==> src/rtl/w_mem_stream_reader.sv <==
// Weight ROM read sequencer.
// Streams one neuron's weight set to the MAC over valid/ready.
module w_mem_stream_reader #(
  parameter int numWeight    = 30,
  parameter int addressWidth =
    (numWeight > 1) ? $clog2(numWeight) : 1,
  parameter int dataWidth    = 16,
  parameter int FIFO_DEPTH   = 4
) (
  input  logic                    clk,
  input  logic                    rst_n,
  input  logic                    start,
  output logic                    mem_ren,
  output logic [addressWidth-1:0] mem_radd,
  input  logic [dataWidth-1:0]    mem_wout,
  output logic                    w_valid,
  input  logic                    w_ready,
  output logic [dataWidth-1:0]    w_data,
  output logic [addressWidth-1:0] w_idx,
  output logic                    w_last,
  output logic                    busy,
  output logic                    done
);

  localparam int PW = (FIFO_DEPTH > 1) ? $clog2(FIFO_DEPTH) : 1;
  localparam int CW = $clog2(FIFO_DEPTH + 3);

  localparam logic [addressWidth-1:0] LAST_IDX =
    addressWidth'(numWeight - 1);

  localparam logic [1:0] IDLE  = 2'd0;
  localparam logic [1:0] FETCH = 2'd1;
  localparam logic [1:0] DRAIN = 2'd2;

  logic [1:0]              state;
  logic [addressWidth-1:0] nxt_addr;

  logic                    rd_pend;
  logic [addressWidth-1:0] rd_idx;

  logic [dataWidth-1:0]    f_data [FIFO_DEPTH];
  logic [addressWidth-1:0] f_idx  [FIFO_DEPTH];
  logic [PW-1:0]           wr_ptr;
  logic [PW-1:0]           rd_ptr;
  logic [CW-1:0]           count;

  logic f_empty;
  logic hs;
  logic push;
  logic pop;
  logic credit_ok;

  assign f_empty = (count == '0);
  assign busy    = (state != IDLE);

  // Present the FIFO head, or the returning ROM word when the FIFO is empty.
  always_comb begin
    w_valid = 1'b0;
    w_data  = '0;
    w_idx   = '0;
    if (!f_empty) begin
      w_valid = 1'b1;
      w_data  = f_data[rd_ptr];
      w_idx   = f_idx[rd_ptr];
    end else if (rd_pend) begin
      w_valid = 1'b1;
      w_data  = mem_wout;
      w_idx   = rd_idx;
    end
    w_last = w_valid && (w_idx == LAST_IDX);
  end

  assign hs   = w_valid && w_ready;
  assign pop  = hs && !f_empty;
  assign push = rd_pend && !(f_empty && w_ready);

  // Reads in flight count against FIFO space so a return always fits.
  assign credit_ok =
    (count + CW'(mem_ren) + CW'(rd_pend)) < CW'(FIFO_DEPTH);

  // Sequencer: issue reads, track completion of the last beat.
  always_ff @(posedge clk) begin
    if (!rst_n) begin
      state    <= IDLE;
      mem_ren  <= 1'b0;
      mem_radd <= '0;
      nxt_addr <= '0;
      rd_pend  <= 1'b0;
      rd_idx   <= '0;
      done     <= 1'b0;
    end else begin
      done    <= 1'b0;
      mem_ren <= 1'b0;
      rd_pend <= mem_ren;
      if (mem_ren) rd_idx <= mem_radd;
      case (state)
        IDLE: begin
          if (start) begin
            mem_ren  <= 1'b1;
            mem_radd <= '0;
            nxt_addr <= addressWidth'(1);
            state    <= (numWeight == 1) ? DRAIN : FETCH;
          end
        end
        FETCH: begin
          if (credit_ok) begin
            mem_ren  <= 1'b1;
            mem_radd <= nxt_addr;
            nxt_addr <= nxt_addr + addressWidth'(1);
            if (nxt_addr == LAST_IDX) state <= DRAIN;
          end
        end
        DRAIN: begin
          if (hs && w_last) begin
            state <= IDLE;
            done  <= 1'b1;
          end
        end
        default: state <= IDLE;
      endcase
    end
  end

  // FIFO occupancy and pointers.
  always_ff @(posedge clk) begin
    if (!rst_n) begin
      wr_ptr <= '0;
      rd_ptr <= '0;
      count  <= '0;
    end else begin
      assert (!(push && !pop && count == CW'(FIFO_DEPTH)));
      if (push)
        wr_ptr <= (wr_ptr == PW'(FIFO_DEPTH - 1)) ?
                  '0 : wr_ptr + PW'(1);
      if (pop)
        rd_ptr <= (rd_ptr == PW'(FIFO_DEPTH - 1)) ?
                  '0 : rd_ptr + PW'(1);
      count <= count + CW'(push) - CW'(pop);
    end
  end

  // FIFO storage; contents are don't-care while the slot is unoccupied.
  always_ff @(posedge clk) begin
    if (push) begin
      f_data[wr_ptr] <= mem_wout;
      f_idx[wr_ptr]  <= rd_idx;
    end
  end

endmodule

==> config.mk <==
export PLATFORM = sky130hd
export DESIGN_NAME = w_mem_stream_reader
export DESIGN_NICKNAME = d
export VERILOG_FILES = /design/src/rtl/w_mem_stream_reader.sv
export SDC_FILE = /design/constraint.sdc
export NUM_CORES = 1
export LEC_CHECK = 0
export BUFFER_PORTS_ARGS = -buffer_cell sky130_fd_sc_hd__buf_2
export CAP_MARGIN = 0
export CORE_AREA = 2 2 94 96
export DETAILED_ROUTE_END_ITERATION = 8
export DIE_AREA = 0 0 96 98
export HOLD_SLACK_MARGIN = 0.1
export PLACE_DENSITY = 0.77
export SLEW_MARGIN = 20
export SYNTH_ARGS = -nofsm -noshare
export SYNTH_HDL_FRONTEND = slang
export SYNTH_SLANG_ARGS = --single-unit
==> constraint.sdc <==
create_clock -name clk -period 3.2 [get_ports clk]
set_input_delay 0.32 -clock clk [delete_from_list [all_inputs] [get_ports clk]]
set_output_delay 0.32 -clock clk [all_outputs]
set_load 0.1 [all_outputs]
## After elaboration in Yosys (flattened, before gate mapping)

Memories as Yosys holds them, arrays and structs flattened. A register that Yosys moved wholly into a read port is not among the register bits.
Index checks and enable logic that the tools add are counted.

| storage, ports and cells | value |
|---|---|
| register bits after elaboration | 27 |
| memory bits (read-only) | 0 |
| input bits | 20 |
| memories | 2 |
| output and inout bits | 31 |
| bits in latches | 0 |
| memory bits (writable) | 84 |
| logic and storage cells | 74 |

| cells by class | value |
|---|---|
| div/mod/pow operators | 0 |
| eq/ne operators | 10 |
| bitwise gates (word level) | 0 |
| order comparisons | 1 |
| shifts and indexed selects | 0 |
| $mul | 0 |
| add/sub/neg operators | 7 |
| muxes and demuxes | 29 |
| reduce and logical (&&, ||, !) cells | 15 |

Memory list:

| memory | words | bits a word | rd ports | clocked after memory_dff | wr ports | line | RTL |
|---|---|---|---|---|---|---|---|
| f_data | 4 | 16 | 1 | 1 | 1 | 41 | `logic [dataWidth-1:0] f_data [FIFO_DEPTH];` |
| f_idx | 4 | 5 | 1 | 1 | 1 | 42 | `logic [addressWidth-1:0] f_idx [FIFO_DEPTH];` |

Operator list:

| cell | count |
|---|---|
| $mux W16 | 2 |
| $mux W5 | 6 |
| $mux W2 | 10 |
| $pmux W5 S2 | 2 |
| $eq A5 B5 Y1 const B | 2 |
| $add A3 B1 Y3 | 3 |
| $ne A2 B2 Y1 const B | 4 |
| $mux W1 | 7 |
| $eq A2 B2 Y1 const B | 3 |
| $logic_and A1 B1 Y1 | 6 |
| $pmux W2 S3 | 1 |
| $add A5 B1 Y5 const B | 1 |
| $add A2 B1 Y2 const B | 2 |
| $reduce_and A4 Y1 | 1 |
| $reduce_bool A2 Y1 | 2 |
| $logic_not A3 Y1 | 1 |
| $lt A3 B3 Y1 const B | 1 |
| $reduce_and A3 Y1 | 1 |
| $sub A3 B1 Y3 | 1 |
| $eq A2 B1 Y1 const B | 1 |
| $logic_not A1 Y1 | 2 |
| $logic_not A2 Y1 | 1 |
| $pmux W1 S2 | 1 |
| $reduce_and A2 Y1 | 1 |

## Depth between registers and ports, before layout

| logic depth | value |
|---|---|
| depth after elaboration | 7 |
| gate-level depth with buffers | 12 |
| depth with buffers taken out | 11 |

## Least setup slack after synthesis

OpenSTA, ideal clock, no wires.

| timing | value |
|---|---|
| path kind | reg-to-output |
| start point | register count[1] |
| end point | output w_idx[0] |
| stages on the path, launching flop included | 4 |
| required time | 2880 ps |
| arrival | 2999 ps |
| path buffers | 1 |
| path slack | -119 ps |
| path through | dfxtp_1 or3_1 buf_2 o21ai_0 |

| on the way | value |
|---|---|
| longest elaborated chain between the ends | 2 |

RTL lines:

| item | line | RTL |
|---|---|---|
| from (decl) | 45 | `logic [CW-1:0] count;` |
| from (signal assigned) | 138 | `count <= count + CW'(push) - CW'(pop);` |
| $logic_not A3 Y1 | 53 | `assign f_empty = (count == '0);` |
| $mux W5 | 61 | `if (!f_empty) begin` |
| to (decl) | 19 | `output logic [addressWidth-1:0] w_idx,` |

Every way passes these cells.

## Worst setup path in the final report

| timing | value |
|---|---|
| start point | register count[1] |
| end point | output w_last |

| on the way | value |
|---|---|
| longest elaborated chain between the ends | 4 |
| elaborated cells on any way between the ends | 5 |
| classes of those cells | eq/ne (1); mux (2); reduce/logical (2) |

RTL lines:

| item | line | RTL |
|---|---|---|
| $logic_not A3 Y1 (*) | 53 |  |
| $mux W5 | 61 |  |
| $eq A5 B5 Y1 | 70 | `w_last = w_valid && (w_idx == LAST_IDX);` |
| $logic_and A1 B1 Y1 (*) | 70 |  |
| to (decl) | 20 | `output logic w_last,` |

Mark *: on every way between the ends. The rest lies on a longest branch, timed or not.

==> report_table.html <==
<table>
<tr><th>Metric</th><th>Value</th></tr>
<tr><th colspan="2">Outcome</th></tr>
<tr><td>Run status</td><td>finished clean</td></tr>
<tr><th colspan="2">STA</th></tr>
<tr><td>Setup skew after layout</td><td>a little over 0.008 ns</td></tr>
<tr><td>Pins over their slew limit</td><td>0</td></tr>
<tr><td>Final-report setup violation count</td><td>0</td></tr>
<tr><td>Final period demand of the worst path</td><td>2.87 ns</td></tr>
<tr><td>Relative max-transition margin</td><td>0.661</td></tr>
<tr><td>Number of failing hold endpoints at the final stage</td><td>0</td></tr>
<tr><td>Period Utilization, post-route</td><td>0.898</td></tr>
<tr><td>Measured slew at the worst slew-check pin</td><td>between 0.5 and 0.6 ns</td></tr>
<tr><td>Worst hold slack after final layout</td><td>0.121 ns</td></tr>
<tr><td>Final worst slack</td><td>0.326 ns</td></tr>
<tr><td>Fmax</td><td>348 MHz</td></tr>
<tr><td>Unrepaired setup endpoints after global routing</td><td>no</td></tr>
<tr><td>Summed negative setup slack over all endpoints</td><td>0 ns</td></tr>
<tr><th colspan="2">Worst setup path</th></tr>
<tr><td>R2r worst-path depth</td><td>11</td></tr>
<tr><td>Endpoint class of the critical path</td><td>output pin</td></tr>
<tr><td>Critical Path AT</td><td>2.55 ns</td></tr>
<tr><td>Worst setup path class</td><td>reg2out</td></tr>
<tr><td>Reg2Reg Launch Point</td><td>count[1]$_SDFF_PN0_</td></tr>
<tr><td>CP max FO</td><td>25</td></tr>
<tr><td>Slowest cell delay on critical path</td><td>0.44 ns</td></tr>
<tr><td>Slowest-stage cell, CP</td><td>sky130_fd_sc_hd__buf_2</td></tr>
<tr><td>Slack of the worst reg-to-reg path</td><td>0.71 ns</td></tr>
<tr><td>Critical Path Source Type</td><td>flop</td></tr>
<tr><td>Total number of cells along the worst setup path</td><td>5</td></tr>
<tr><td>Capture point of the worst reg-to-reg path</td><td>count[2]$_SDFF_PN0_</td></tr>
<tr><td>Cell class contributing the biggest share of worst-path delay</td><td>buffers and inverters</td></tr>
<tr><td>CP Cell Sequence</td><td>or3_1, buf_4, o32ai_2, o21a_1, buf_2</td></tr>
<tr><td>Data required, critical path</td><td>2.88 ns</td></tr>
<tr><td>Buffers &amp; Inverters on Critical Path</td><td>2</td></tr>
<tr><th colspan="2">Finish</th></tr>
<tr><td>Sequential standard cell area</td><td>~0.0031 mm^2</td></tr>
<tr><td>Share of cells above drive strength 1</td><td>0.281</td></tr>
<tr><td>Multi-input combinational cell area</td><td>0.00148 mm^2</td></tr>
<tr><td>Number of nets in the layout</td><td>442</td></tr>
<tr><td>Antenna diode count</td><td>0</td></tr>
<tr><td>Commonest cells after routing, fill and taps aside</td><td>84 x sky130_fd_sc_hd__edfxtp_1, 50 x sky130_fd_sc_hd__buf_2, 49 x sky130_fd_sc_hd__nand2_1</td></tr>
<tr><td>Area overhead of the layout relative to synthesis</td><td>26.1%</td></tr>
<tr><td>Most common cell after layout, fill and taps aside</td><td>sky130_fd_sc_hd__edfxtp_1</td></tr>
<tr><td>FILL cells</td><td>between 500 and 600</td></tr>
<tr><th colspan="2">Detailed routing</th></tr>
<tr><td>Total iterations of the first detailed-routing run</td><td>5</td></tr>
<tr><td>Vias per cell</td><td>around 5.5</td></tr>
<tr><td>DRC viols</td><td>0</td></tr>
<tr><td>Routed length per placed instance</td><td>~18 um</td></tr>
<tr><td>Remaining antenna violation count after routing</td><td>0</td></tr>
<tr><td>Iteration-0 DRC Markers</td><td>266</td></tr>
<tr><td>Total via count after detailed routing</td><td>between 2000 and 3000</td></tr>
<tr><td>Total detailed-routing wirelength</td><td>9610 um</td></tr>
<tr><th colspan="2">Synth</th></tr>
<tr><td>Cell count after synthesis</td><td>~330</td></tr>
<tr><td>Synth warn</td><td>0</td></tr>
<tr><td>Sequential-to-total area share from yosys stat</td><td>0.659</td></tr>
<tr><td>Number of enable flip-flop cells after synthesis</td><td>between 80 and 90</td></tr>
<tr><td>Prevailing post-synth register cell</td><td>sky130_fd_sc_hd__edfxtp_1</td></tr>
<tr><td>Post-synthesis async set-or-reset flop share</td><td>0</td></tr>
<tr><td>Net count of the mapped netlist</td><td>around 360</td></tr>
<tr><td>Post-synthesis cell area</td><td>0.00471 mm^2</td></tr>
<tr><td>Number of different library cells in the post-synthesis netlist</td><td>44</td></tr>
<tr><td>Flops &amp; latches, synth</td><td>around 110</td></tr>
<tr><td>Syn Area/Cell</td><td>14.1 um^2</td></tr>
<tr><th colspan="2">Placement</th></tr>
<tr><td>RD Place Congestion</td><td>~0.8</td></tr>
<tr><td>HPWL after detailed placement</td><td>5500 um</td></tr>
<tr><td>Post-placement setup slack</td><td>0.774 ns</td></tr>
<tr><td>Port bufs</td><td>50</td></tr>
<tr><th colspan="2">Pwr</th></tr>
<tr><td>Static Leak</td><td>approximately 0.0023 uW</td></tr>
<tr><td>PwrDens</td><td>1040 mW/mm^2</td></tr>
<tr><td>VDD IR max</td><td>0.578 mV</td></tr>
<tr><th colspan="2">Floorplan</th></tr>
<tr><td>Placeable core region</td><td>0.00847 mm^2</td></tr>
<tr><td>Chip Height</td><td>98 um</td></tr>
<tr><td>Die ar.</td><td>0.00941 mm^2</td></tr>
<tr><td>Die extent in x</td><td>96 um</td></tr>
<tr><td>Floorplan row count</td><td>34</td></tr>
<tr><td>Initial Utilization</td><td>0.556</td></tr>
<tr><td>Ports</td><td>between 50 and 60</td></tr>
<tr><th colspan="2">GRT</th></tr>
<tr><td>Overall fraction of global-route tracks in use</td><td>0.227</td></tr>
<tr><td>Maximum number of pins on one net before global-route repair</td><td>26</td></tr>
<tr><td>Overall overflow remaining after global route</td><td>0</td></tr>
<tr><td>Initial antenna violation count</td><td>0</td></tr>
<tr><td>First-pass GRT wire length</td><td>15600 um</td></tr>
<tr><td>Number of global-route vias before repair</td><td>3010</td></tr>
<tr><th colspan="2">Clock network</th></tr>
<tr><td>Clk sink count</td><td>113</td></tr>
<tr><td>Clk Tree Root Cell</td><td>sky130_fd_sc_hd__clkbuf_8</td></tr>
<tr><td>Number of gates given a new drive strength after cts</td><td>0</td></tr>
<tr><td>Max Buffers Root-to-Sink</td><td>2</td></tr>
<tr><td>Clock-pin transition on the worst setup and hold timing paths</td><td>0.05 ns</td></tr>
<tr><td>Clock latency at the later pin of the worst-skew pair</td><td>about 0.52 ns</td></tr>
<tr><td>Count of H-tree levels built during CTS</td><td>4</td></tr>
<tr><td>Clock tree from TritonCTS</td><td>yes</td></tr>
<tr><td>Inserted Clock Buffers</td><td>17</td></tr>
<tr><th colspan="2">Worst hold path</th></tr>
<tr><td>Hold path startpoint</td><td>start</td></tr>
<tr><td>Path type of the worst min-delay path</td><td>in2reg</td></tr>
<tr><td>Cell depth of the worst hold path</td><td>3</td></tr>
<tr><td>Worst hold path endpoint</td><td>state[0]$_SDFFE_PN0P_</td></tr>
<tr><th colspan="2">Run</th></tr>
<tr><td>Max-cap check violation count</td><td>0</td></tr>
</table>
==> routing by layer <==
metal / up-vias / track usage / share of wire
li1: 1402 / - / -
met1: 1452 / 0.283 / 0.42
met2: 89 / 0.375 / 0.52
met3: 4 / 0.0579 / 0.058
met4: 0 / 0.0912 / 0.0044
met5: - / 0 / 0
==> sequential cells by signal, indices dropped and copies added, names as in the netlist, named ones only <==
register  flops
rd_ptr        2
f_data       64
mem_radd      5
rd_pend       1
f_idx        20
wr_ptr        2
done          1
state         2
count         3
mem_ren       1
rd_idx        5
nxt_addr      5
==> what timing repair did <==
action | 4_1_cts | 5_1_grt
hold buffers | 16 | 0
hold endpoints to repair | 64 | 0
setup buffers | 0 | 0
==> cell usage after synthesis, types with 2 or more instances <==
master                     number  area [um^2]
sky130_fd_sc_hd__nor2_1        21         78.8
sky130_fd_sc_hd__nand2b_1       3         18.8
sky130_fd_sc_hd__dfxtp_1       29          581
sky130_fd_sc_hd__edfxtp_1      84         2520
sky130_fd_sc_hd__a21oi_1       10         50.1
sky130_fd_sc_hd__a32o_1         4         40.0
sky130_fd_sc_hd__o21ai_0        8         40.0
sky130_fd_sc_hd__clkbuf_1       8         30.0
sky130_fd_sc_hd__mux2i_1        6         60.1
sky130_fd_sc_hd__buf_6          2         22.5
sky130_fd_sc_hd__inv_1         12         45.0
sky130_fd_sc_hd__and2_1         5         31.3
sky130_fd_sc_hd__buf_2          3         15.0
sky130_fd_sc_hd__nor3_1         5         25.0
sky130_fd_sc_hd__buf_1          3         11.3
sky130_fd_sc_hd__nand2_1       49          184
sky130_fd_sc_hd__mux4_2        21          473
sky130_fd_sc_hd__ha_1          10          125
sky130_fd_sc_hd__nand3_1       22          110
sky130_fd_sc_hd__or3_1          4         25.0
==> where the power goes <==
part / total (uW) / switching (uW) / internal (uW) / leakage (uW)
combinational: 2340 / 1870 / 469 / 0.000950
sequential: 1690 / 59.4 / 1640 / 0.000999
clock: 2150 / 650 / 1500 / 0.000331
total: 6180 / 2580 / 3600 / 0.00228
==> per-stage QoR <==
stage | area (um^2) | util | cells | power (uW)
after floorplan | 4710 | - | 333 | 3660
after global placement | 5100 | 0.603 | 484 | 4010
after detailed placement | 5100 | 0.603 | 484 | 4050
after CTS | 5940 | 0.701 | 532 | 6220
after global routing | 5940 | 0.701 | 532 | 6410
final | 5940 | 0.701 | 532 | 6180
==> area by class of cell <==
cell class | count | share of cell area
flip-flops and latches | 113 | 0.523
multi-input cells | 191 | 0.249
repair buffers | 76 | 0.0839
clock buffers | 18 | 0.0704
clock inverters | 14 | 0.0436
well taps | 108 | 0.0228
inverters | 12 | 0.00759
==> worst max path at each step <==
| stage | end | start | slack [ns] |
|---|---|---|---|
| 6_report | w_last | count[1]$_SDFF_PN0_ | 0.33 |
| 5_1_grt | w_last | count[1]$_SDFF_PN0_ | 0.26 |
| 4_1_cts | w_last | count[1]$_SDFF_PN0_ | 0.33 |
| 3_5_place_dp | count[2]$_SDFF_PN0_ | count[1]$_SDFF_PN0_ | 0.77 |
| 3_3_place_gp | w_last | count[1]$_SDFF_PN0_ | 0.89 |
| 2_1_floorplan | w_idx[0] | count[1]$_SDFF_PN0_ | -0.12 |
==> cells by family (layout without fill, tap and decap cells) <==
group / count (synthesis) / count (layout) / synth area share
AOI/OAI and AO/OA: 35 / 35 / 0.0531
xor gates and xnor gates: 2 / 2 / 0.00372
adders and majority gates: 11 / 11 / 0.0308
buffers and inverters: 29 / 120 / 0.0279
DFF: 113 / 113 / 0.659
muxes: 27 / 27 / 0.113
and+or+nand+nor: 116 / 116 / 0.112
==> tightest hold or removal path: stages <==
cell                     delay, ns
sky130_fd_sc_hd__buf_2        0.10
sky130_fd_sc_hd__nor2_1       0.05
sky130_fd_sc_hd__nor3_1       0.11
Note: power is estimated with default switching activity, not from simulation.
